## config.mk

```make
export PLATFORM = sky130hd
export DESIGN_NAME = pipe_mem_wb_stage
export DESIGN_NICKNAME = d
export VERILOG_FILES = /design/src/rtl/pipe_mem_wb_stage.sv
export SDC_FILE = /design/constraint.sdc
export NUM_CORES = 1
export LEC_CHECK = 0
export CORE_AREA = 4 4 382 196
export CTS_BUF_LIST = sky130_fd_sc_hd__clkbuf_2
export DETAILED_ROUTE_END_ITERATION = 7
export DIE_AREA = 0 0 386 200
export GPL_TIMING_DRIVEN = 1
export PLACE_DENSITY_LB_ADDON = 0.15
export SYNTH_ARGS = -nofsm -noshare
export SYNTH_HDL_FRONTEND = slang
export SYNTH_SLANG_ARGS = --single-unit
```

## constraint.sdc

```tcl
create_clock -name clk -period 4.7 [get_ports clk]
set_clock_uncertainty 0.15 [all_clocks]
set_input_delay 0.94 -clock clk [delete_from_list [all_inputs] [get_ports clk]]
set_output_delay 0.94 -clock clk [all_outputs]
set_load 0.03 [all_outputs]
```

## src/rtl/pipe_mem_wb_stage.sv

```systemverilog
// Memory stage of the 5-stage pipeline: EX/MEM register, data memory, branch
// resolution and MEM/WB register driving the register-file write port.
module pipe_mem_wb_stage #(
  parameter int ADDR_W = 5
) (
  input  logic        clk,
  input  logic        clrn,
  input  logic        EXwreg,
  input  logic        EXm2reg,
  input  logic        EXwmem,
  input  logic [4:0]  EXwn,
  input  logic [31:0] EXaluResult,
  input  logic [31:0] EXdi,
  input  logic [1:0]  EXjumpType,
  input  logic [31:0] EXjumpPc,
  input  logic        EXzero,
  output logic        MEMwreg,
  output logic        MEMm2reg,
  output logic [4:0]  MEMwn,
  output logic [31:0] MEMaluResult,
  output logic        MEMbranchTaken,
  output logic [31:0] MEMbranchPc,
  output logic        WBwreg,
  output logic [4:0]  WBwn,
  output logic [31:0] WBdata
);

  localparam int DEPTH = 1 << ADDR_W;

  logic              memWmemReg;
  logic [31:0]       memDiReg;
  logic [1:0]        memJumpTypeReg;
  logic [31:0]       memJumpPcReg;
  logic              memZeroReg;

  logic              wbM2regReg;
  logic [31:0]       wbAluResultReg;
  logic [31:0]       wbMemDataReg;

  logic [31:0]       dataMem [DEPTH];
  logic [ADDR_W-1:0] memIndex;
  logic [31:0]       memData;

  always_ff @(posedge clk or negedge clrn) begin
    if (!clrn) begin
      MEMwreg        <= 1'b0;
      MEMm2reg       <= 1'b0;
      memWmemReg     <= 1'b0;
      MEMwn          <= 5'd0;
      MEMaluResult   <= 32'd0;
      memDiReg       <= 32'd0;
      memJumpTypeReg <= 2'b00;
      memJumpPcReg   <= 32'd0;
      memZeroReg     <= 1'b0;
    end else begin
      MEMwreg        <= EXwreg;
      MEMm2reg       <= EXm2reg;
      memWmemReg     <= EXwmem;
      MEMwn          <= EXwn;
      MEMaluResult   <= EXaluResult;
      memDiReg       <= EXdi;
      memJumpTypeReg <= EXjumpType;
      memJumpPcReg   <= EXjumpPc;
      memZeroReg     <= EXzero;
    end
  end

  always_comb begin
    MEMbranchTaken = 1'b0;
    unique case (memJumpTypeReg)
      2'b01:   MEMbranchTaken = memZeroReg;
      2'b10:   MEMbranchTaken = ~memZeroReg;
      2'b11:   MEMbranchTaken = 1'b1;
      default: MEMbranchTaken = 1'b0;
    endcase
  end

  assign MEMbranchPc = memJumpPcReg;

  // Word address only; byte offset and high bits are dropped so addresses wrap.
  assign memIndex = MEMaluResult[ADDR_W+1:2];
  assign memData  = dataMem[memIndex];

  // No reset on the array: contents survive clrn, only the write is gated.
  always_ff @(posedge clk) begin
    if (memWmemReg && clrn) begin
      dataMem[memIndex] <= memDiReg;
    end
  end

  always_ff @(posedge clk or negedge clrn) begin
    if (!clrn) begin
      WBwreg         <= 1'b0;
      wbM2regReg     <= 1'b0;
      WBwn           <= 5'd0;
      wbAluResultReg <= 32'd0;
      wbMemDataReg   <= 32'd0;
    end else begin
      WBwreg         <= MEMwreg;
      wbM2regReg     <= MEMm2reg;
      WBwn           <= MEMwn;
      wbAluResultReg <= MEMaluResult;
      wbMemDataReg   <= memData;
    end
  end

  assign WBdata = wbM2regReg ? wbMemDataReg : wbAluResultReg;

endmodule

```

==> results of run 1 <==
==> timing repair <==
action                                  CTS  global route
buffers inserted                          0             0
endpoints found under the hold margin   285             0
endpoints found under the setup margin   28             0
hold buffers                            109             0
gates resized for setup                   1             0
==> routing by layer <==
metal  wire length (um)  track usage, %
met2              47210           39.78
met1              47320           44.64
met5                 63          0.5376
met4               1888           7.819
met3              15520           11.17
==> cell usage after synthesis <==
cell / n / area, um^2
nand4bb_1: 6 / 67.56
nand4b_1: 2 / 17.52
mux2_1: 30 / 337.8
buf_4: 5 / 37.54
nor3_1: 4 / 20.02
or4_4: 1 / 11.26
or4b_1: 2 / 20.02
nand2_1: 37 / 138.9
buf_6: 16 / 180.2
mux2_2: 3 / 33.78
or3b_1: 2 / 17.52
dfrtp_1: 178 / 4454
nand3b_1: 2 / 15.01
or3_1: 2 / 12.51
nand4_1: 2 / 12.51
o22ai_2: 1 / 12.51
buf_1: 6 / 22.52
buf_2: 85 / 425.4
nand4b_2: 2 / 30.03
nand3_1: 1 / 5.000
clkbuf_1: 18 / 67.56
edfxtp_1: 1024 / 30750
nor4_1: 64 / 400.4
nor2_1: 31 / 116.4
or4b_4: 2 / 27.53
mux2i_1: 512 / 5125
o22ai_1: 255 / 1595
==> worst paths after layout <==
path,startpoint,endpoint,cells past startpoint
min,MEMm2reg,wbM2regReg,0
max,MEMaluResult[6],MEMaluResult[6],1
min in group asynchronous,clrn,MEMaluResult[20],3
max reg2reg,MEMaluResult[3],wbMemDataReg[23],6
max in group asynchronous,clrn,MEMwn[1],4
min reg2reg,MEMm2reg,wbM2regReg,0
==> flip-flops by register name, summed over array words and instances (netlist names), 5 cells and up <==
name and flops:
MEMaluResult 32, MEMbranchPc 32, MEMwn 5, WBwn 5, dataMem 1024, memDiReg 32
wbAluResultReg 32, wbMemDataReg 32
==> report_power, final <==
group          total [mW]  switching [mW]  internal [mW]  leakage (nW)
Sequential           11.9           0.220           11.7          11.3
Clock                6.03            3.84           2.19          1.70
Combinational        1.15           0.647          0.505          5.73
Total                19.1            4.70           14.4          18.7
==> per-stage QoR <==
step	utilization, %	total power [mW]	hold slack [ps]	setup WS [ps]
floorplan	-	12.59	415.7	391.0
global placement	66.48	13.17	207.7	683.9
detailed placement	66.49	13.20	209.4	1028
CTS	70.99	19.19	110.7	70.26
global route	71.00	19.85	222.5	140.7
finish	71.00	19.09	179.3	214.7
==> logic make-up (layout without fill, tap and decap cells) <==
group,Yosys count,count (layout),synth area share (%)
compound gates,256,256,3.658
mux,545,545,12.51
buf+inv,130,856,1.668
simple gates,160,160,2.075
flops,1202,1202,80.09
other cells,0,2,0
==> cell type report <==
cell class	instances	area (um^2)
flip-flops and latches	1202	35210
fillers	4619	20850
multi-input cells	961	8302
repair buffers	424	4179
clock buffers	387	1937
well taps	972	1216
clock inverters	45	203.9
diodes	2	5.005
==> qor.csv, run 1 <==
stage,metric,value,unit
setup_path,CP Capture Type,output port,
sta,count of final max-slew check failures,0,
cts,CTS root buffer,clkbuf_2,
place,RePlAce Congestion,0.8598,
finish,Finished Cell Area,0.05106,mm^2
pwr,leakage,18.73,nW
setup_path,Crit path required time,3610,ps
die,DIE WIDTH,386,um
routing,Final ANT Viol Nets,0,
setup_path,"delay-heaviest family, CP",flip-flops,
sta,Slew Limit Headroom,5.991,%
sta,"Period Utilization, post-route",95.43,%
cts,"CTS clk-pin slew, worst paths",120,ps
cts,CTS H-tree depth,4,
finish,"commonest non-fill, non-tap cell in the layout",edfxtp_1,
pwr,Cell Pwr Density,373.8,mW/mm^2
sta,minimum clock period,4485,ps
place,port bufs,218,
routing,total wire length,112000,um
die,Top Ports,219,
place,placed cell area,0.04781,mm^2
yosys,"FF+latch count, synth",1202,
cts,CTS Buf Count,239,
grt,largest net degree at the start of global routing,97,
place,hpwl dp,65510,um
routing,DRT Pass-1 Iters,5,
job,Max Cap Viol,0,
finish,layout cells sized above 1,18.18,%
setup_path,startpoint types,flip-flop,
setup_path,Setup CP Type,reg -> out,
yosys,Mapped Cells,2293,
sta,Fin Setup TNS,0,ps
setup_path,Critical Path Max Stage Delay,1020,ps
die,Core ar.,0.07191,mm^2
routing,via count,24539,
grt,grt total ovfl,0,
sta,Slew @ Worst Pin,1410,ps
sta,Max Clock Freq,0.2230,GHz
cts,CTS tree,done,
die,height of the die,200,um
routing,1st-iter DRT viols,2766,
cts,clk buf depth,3,
routing,drt wl/cell,28.05,um
setup_path,R2R setup slack,950,ps
grt,antenna violations before repair,6,
hold_path,Hold WC Path Type,reg -> reg,
sta,Final Hold Fails,0,
grt,first-pass GRT wire length,160700,um
yosys,post-synth net total,2402,
status,status,"complete, no violations",
die,die area,0.07720,mm^2
die,initial core utilization,61.13,%
routing,DRC,0,
sta,Setup Viol. Count Final,0,
routing,vias per cell,6.146,
yosys,average cell area after synthesis,19.17,um^2
sta,unrepaired setup endpoints after global routing,no,
setup_path,CP arrival,3400,ps
finish,nets,2937,
cts,Worst-Skew Late Latency,1410,ps
finish,most frequent cells in the layout,"1024 x edfxtp_1, 512 x mux2i_1, 387 x clkbuf_2",
yosys,Yosys cell types,27,
yosys,sequential area share after synthesis,80.09,%
place,Placed Instances,3449,
setup_path,CP max FO,26,
grt,vias in the first global route,24070,
yosys,synth warn,0,
grt,gr usage total,29.24,%
pwr,Peak VDD IR,0.0002689,V
setup_path,worst path bufs/invs,1,
finish,Area Growth Syn to Fin,16.16,%
cts,Num Clock Sinks,1202,
die,# rows,70,
setup_path,CP Cell Sequence,clkdlybuf4s50_1,
yosys,Post-Syn Area,0.04395,mm^2
finish,final cell count without fillers,3993,
setup_path,"Slowest-stage cell, CP",dfrtp_1,
Note: power is estimated with default switching activity, not from simulation.
==> run 2, diff against run 1 <==
- CORE_AREA: 4 4 382 196 -> 4 4 388 199
- CTS_BUF_LIST: sky130_fd_sc_hd__clkbuf_2 -> unset
- DIE_AREA: 0 0 386 200 -> 0 0 392 203
- REMOVE_ABC_BUFFERS: unset -> 1
==> run 2 against run 1 <==
Net effect:
- sequential cell count is the same
- via count shrank 5.1%
- count of clock-buffer cells in the layout shrank 252
- sequential power is essentially flat
- non-clock buffer count shrank 82
- clock power grew 36%
- critical path depth grew 5
- combinational power grew 7%
- final cell count shrank 8.1%
- sequential share of layout area shrank 0.12 points
- largest cell class unchanged
- largest power group unchanged
==> qor.csv, run 2 (synthesis gave the netlist of run 1 again) <==
stage,metric,value,unit,change
grt,largest net degree at the start of global routing,76,,was 97
routing,drt wl/cell,30.98,um,was 28.05 um
cts,Worst-Skew Late Latency,690,ps,was 1410 ps
routing,vias per cell,6.346,,was 6.146
setup_path,worst r2r dst,wbMemDataReg[25],,was wbMemDataReg[23]
finish,max reg flops,1024,,unchanged
place,RePlAce Congestion,0.8652,,was 0.8598
sta,count of final max-slew check failures,0,,unchanged
sta,Setup Viol. Count Final,0,,unchanged
place,hpwl dp,71430,um,was 65510 um
hold_path,Hold WC Path Type,reg -> reg,,unchanged
finish,final cell count without fillers,3669,,was 3993
sta,"Period Utilization, post-route",85.38,%,was 95.43%
setup_path,CP arrival,4320,ps,was 3400 ps
die,Top Ports,219,,unchanged
die,die area,0.07958,mm^2,was 0.07720 mm^2
pwr,Peak VDD IR,0.0003693,V,was 0.0002689 V
finish,nets,2713,,was 2937
setup_path,CP Cell Sequence,buf_12 -> buf_4 -> mux2i_1 -> o22ai_1 -> nor4_1 -> nand2_1,,was clkdlybuf4s50_1
cts,Num Clock Sinks,1202,,unchanged
setup_path,Crit path required time,5000,ps,was 3610 ps
sta,Max Clock Freq,0.2492,GHz,was 0.2230 GHz
routing,Final ANT Viol Nets,0,,unchanged
setup_path,Setup CP Type,reg -> reg,,was reg -> out
cts,"CTS clk-pin slew, worst paths",70,ps,was 120 ps
setup_path,Crit. Startpoint,MEMaluResult[3],,was MEMaluResult[6]
place,port bufs,218,,unchanged
setup_path,R2R Path Start,MEMaluResult[3],,unchanged
sta,unrepaired setup endpoints after global routing,no,,unchanged
finish,Area Growth Syn to Fin,16.36,%,was 16.16%
setup_path,R2R setup slack,690,ps,was 950 ps
grt,grt total ovfl,0,,unchanged
cts,CTS root buffer,clkbuf_16,,was clkbuf_2
status,status,"complete, no violations",,unchanged
place,Placed Instances,3488,,was 3449
sta,minimum clock period,4013,ps,was 4485 ps
routing,1st-iter DRT viols,3178,,was 2766
setup_path,Critical Path Max Stage Delay,920,ps,was 1020 ps
finish,most frequent cells in the layout,"1024 x edfxtp_1, 512 x mux2i_1, 255 x o22ai_1",,"was 1024 x edfxtp_1, 512 x mux2i_1, 387 x clkbuf_2"
cts,Resize count post-CTS,0,,was 1
routing,total wire length,113700,um,was 112000 um
die,# rows,71,,was 70
cts,CTS H-tree depth,3,,was 4
grt,first-pass GRT wire length,162800,um,was 160700 um
cts,CTS tree,done,,unchanged
setup_path,CP Capture Type,flip-flop,,was output port
die,height of the die,203,um,was 200 um
finish,"commonest non-fill, non-tap cell in the layout",edfxtp_1,,unchanged
sta,Final Hold Fails,0,,unchanged
routing,via count,23285,,was 24539
die,initial core utilization,59.33,%,was 61.13%
sta,Fin Setup TNS,0,ps,unchanged
setup_path,startpoint types,flip-flop,,unchanged
grt,antenna violations before repair,6,,unchanged
pwr,Cell Pwr Density,415.2,mW/mm^2,was 373.8 mW/mm^2
finish,layout cells sized above 1,11.70,%,was 18.18%
die,DIE WIDTH,392,um,was 386 um
grt,gr usage total,28.89,%,was 29.24%
pwr,leakage,18.22,nW,was 18.73 nW
sta,Slew Limit Headroom,8.951,%,was 5.991%
setup_path,R2R depth,6,,unchanged
setup_path,"Slowest-stage cell, CP",nor4_1,,was dfrtp_1
finish,Top reg by flops,dataMem,,unchanged
setup_path,CP max FO,49,,was 26
cts,clk buf depth,3,,unchanged
routing,DRC,0,,unchanged
cts,CTS Buf Count,97,,was 239
sta,Slew @ Worst Pin,1366,ps,was 1410 ps
setup_path,CP endpoint,wbMemDataReg[25],,was MEMaluResult[6]
job,Max Cap Viol,0,,unchanged
die,Core ar.,0.07409,mm^2,was 0.07191 mm^2
grt,vias in the first global route,22569,,was 24070
routing,DRT Pass-1 Iters,6,,was 5
## run 2: critical path: cells and delay by family (launching register included)
| kind | cells | cell delay (ps) |
|---|---|---|
| buffers and inverters | 2 | 960 |
| and+or+nand+nor | 2 | 1270 |
| muxes | 1 | 290 |
| AOI/OAI and AO/OA | 1 | 120 |
| DFF | 1 | 860 |
## run 2: layer usage
layer | vias to the layer above | global-route usage [%] | routed length, um
met2 | 1321 | 38.53 | 47140
met4 | 4 | 4.783 | 1641
met1 | 12043 | 46.36 | 48860
met5 | - | 2.364 | 251
li1 | 9795 | - | -
met3 | 122 | 10.19 | 15760
## run 2: how the worst min path moves through the flow
stage / slack [ps] / endpoint / from / cells past startpoint
finish: 210 / WBwn[0] / MEMwn[0] / 0
CTS: 230 / wbAluResultReg[27] / MEMaluResult[27] / 0
global route: 230 / WBwn[0] / MEMwn[0] / 0
floorplan: 420 / WBwn[0] / MEMwn[0] / 0
global placement: 210 / WBwreg / MEMwreg / 0
detailed placement: 210 / wbAluResultReg[15] / MEMaluResult[15] / 0
## run 2: layout make-up
type                       instances  area (um^2)
antenna                            1        2.502
clock buffer                     135         2673
clock inverter                    43        478.0
fill                            4663        22950
multi-input combinational        961         8289
sequential                      1202        35210
tap                              985         1232
timing repair buffer             342         3258
## run 2: where the power goes
group	total, mW	switching, mW	internal (mW)
clock	8.18	3.65	4.53
combinational	1.23	0.766	0.461
sequential	11.8	0.138	11.7
total	21.2	4.56	16.7
## run 2: stage by stage
stage / power [mW] / hold WS, ps / setup slack [ps] / utilization [%] / cell area, um^2
detailed placement: 13.27 / 209.0 / 818.9 / 64.75 / 47970
CTS: 21.30 / 225.2 / 790.3 / 69.01 / 51130
global route: 21.87 / 229.3 / 736.2 / 69.03 / 51140
floorplan: 12.98 / 415.7 / -17870 / - / 43220
global placement: 13.24 / 206.6 / 826.2 / 64.75 / 47970
finish: 21.24 / 214.9 / 686.9 / 69.03 / 51140
## run 2: repair_timing
action	CTS	global route
endpoints found under the hold margin	19	0
buffers inserted	0	0
hold buffers	1	0
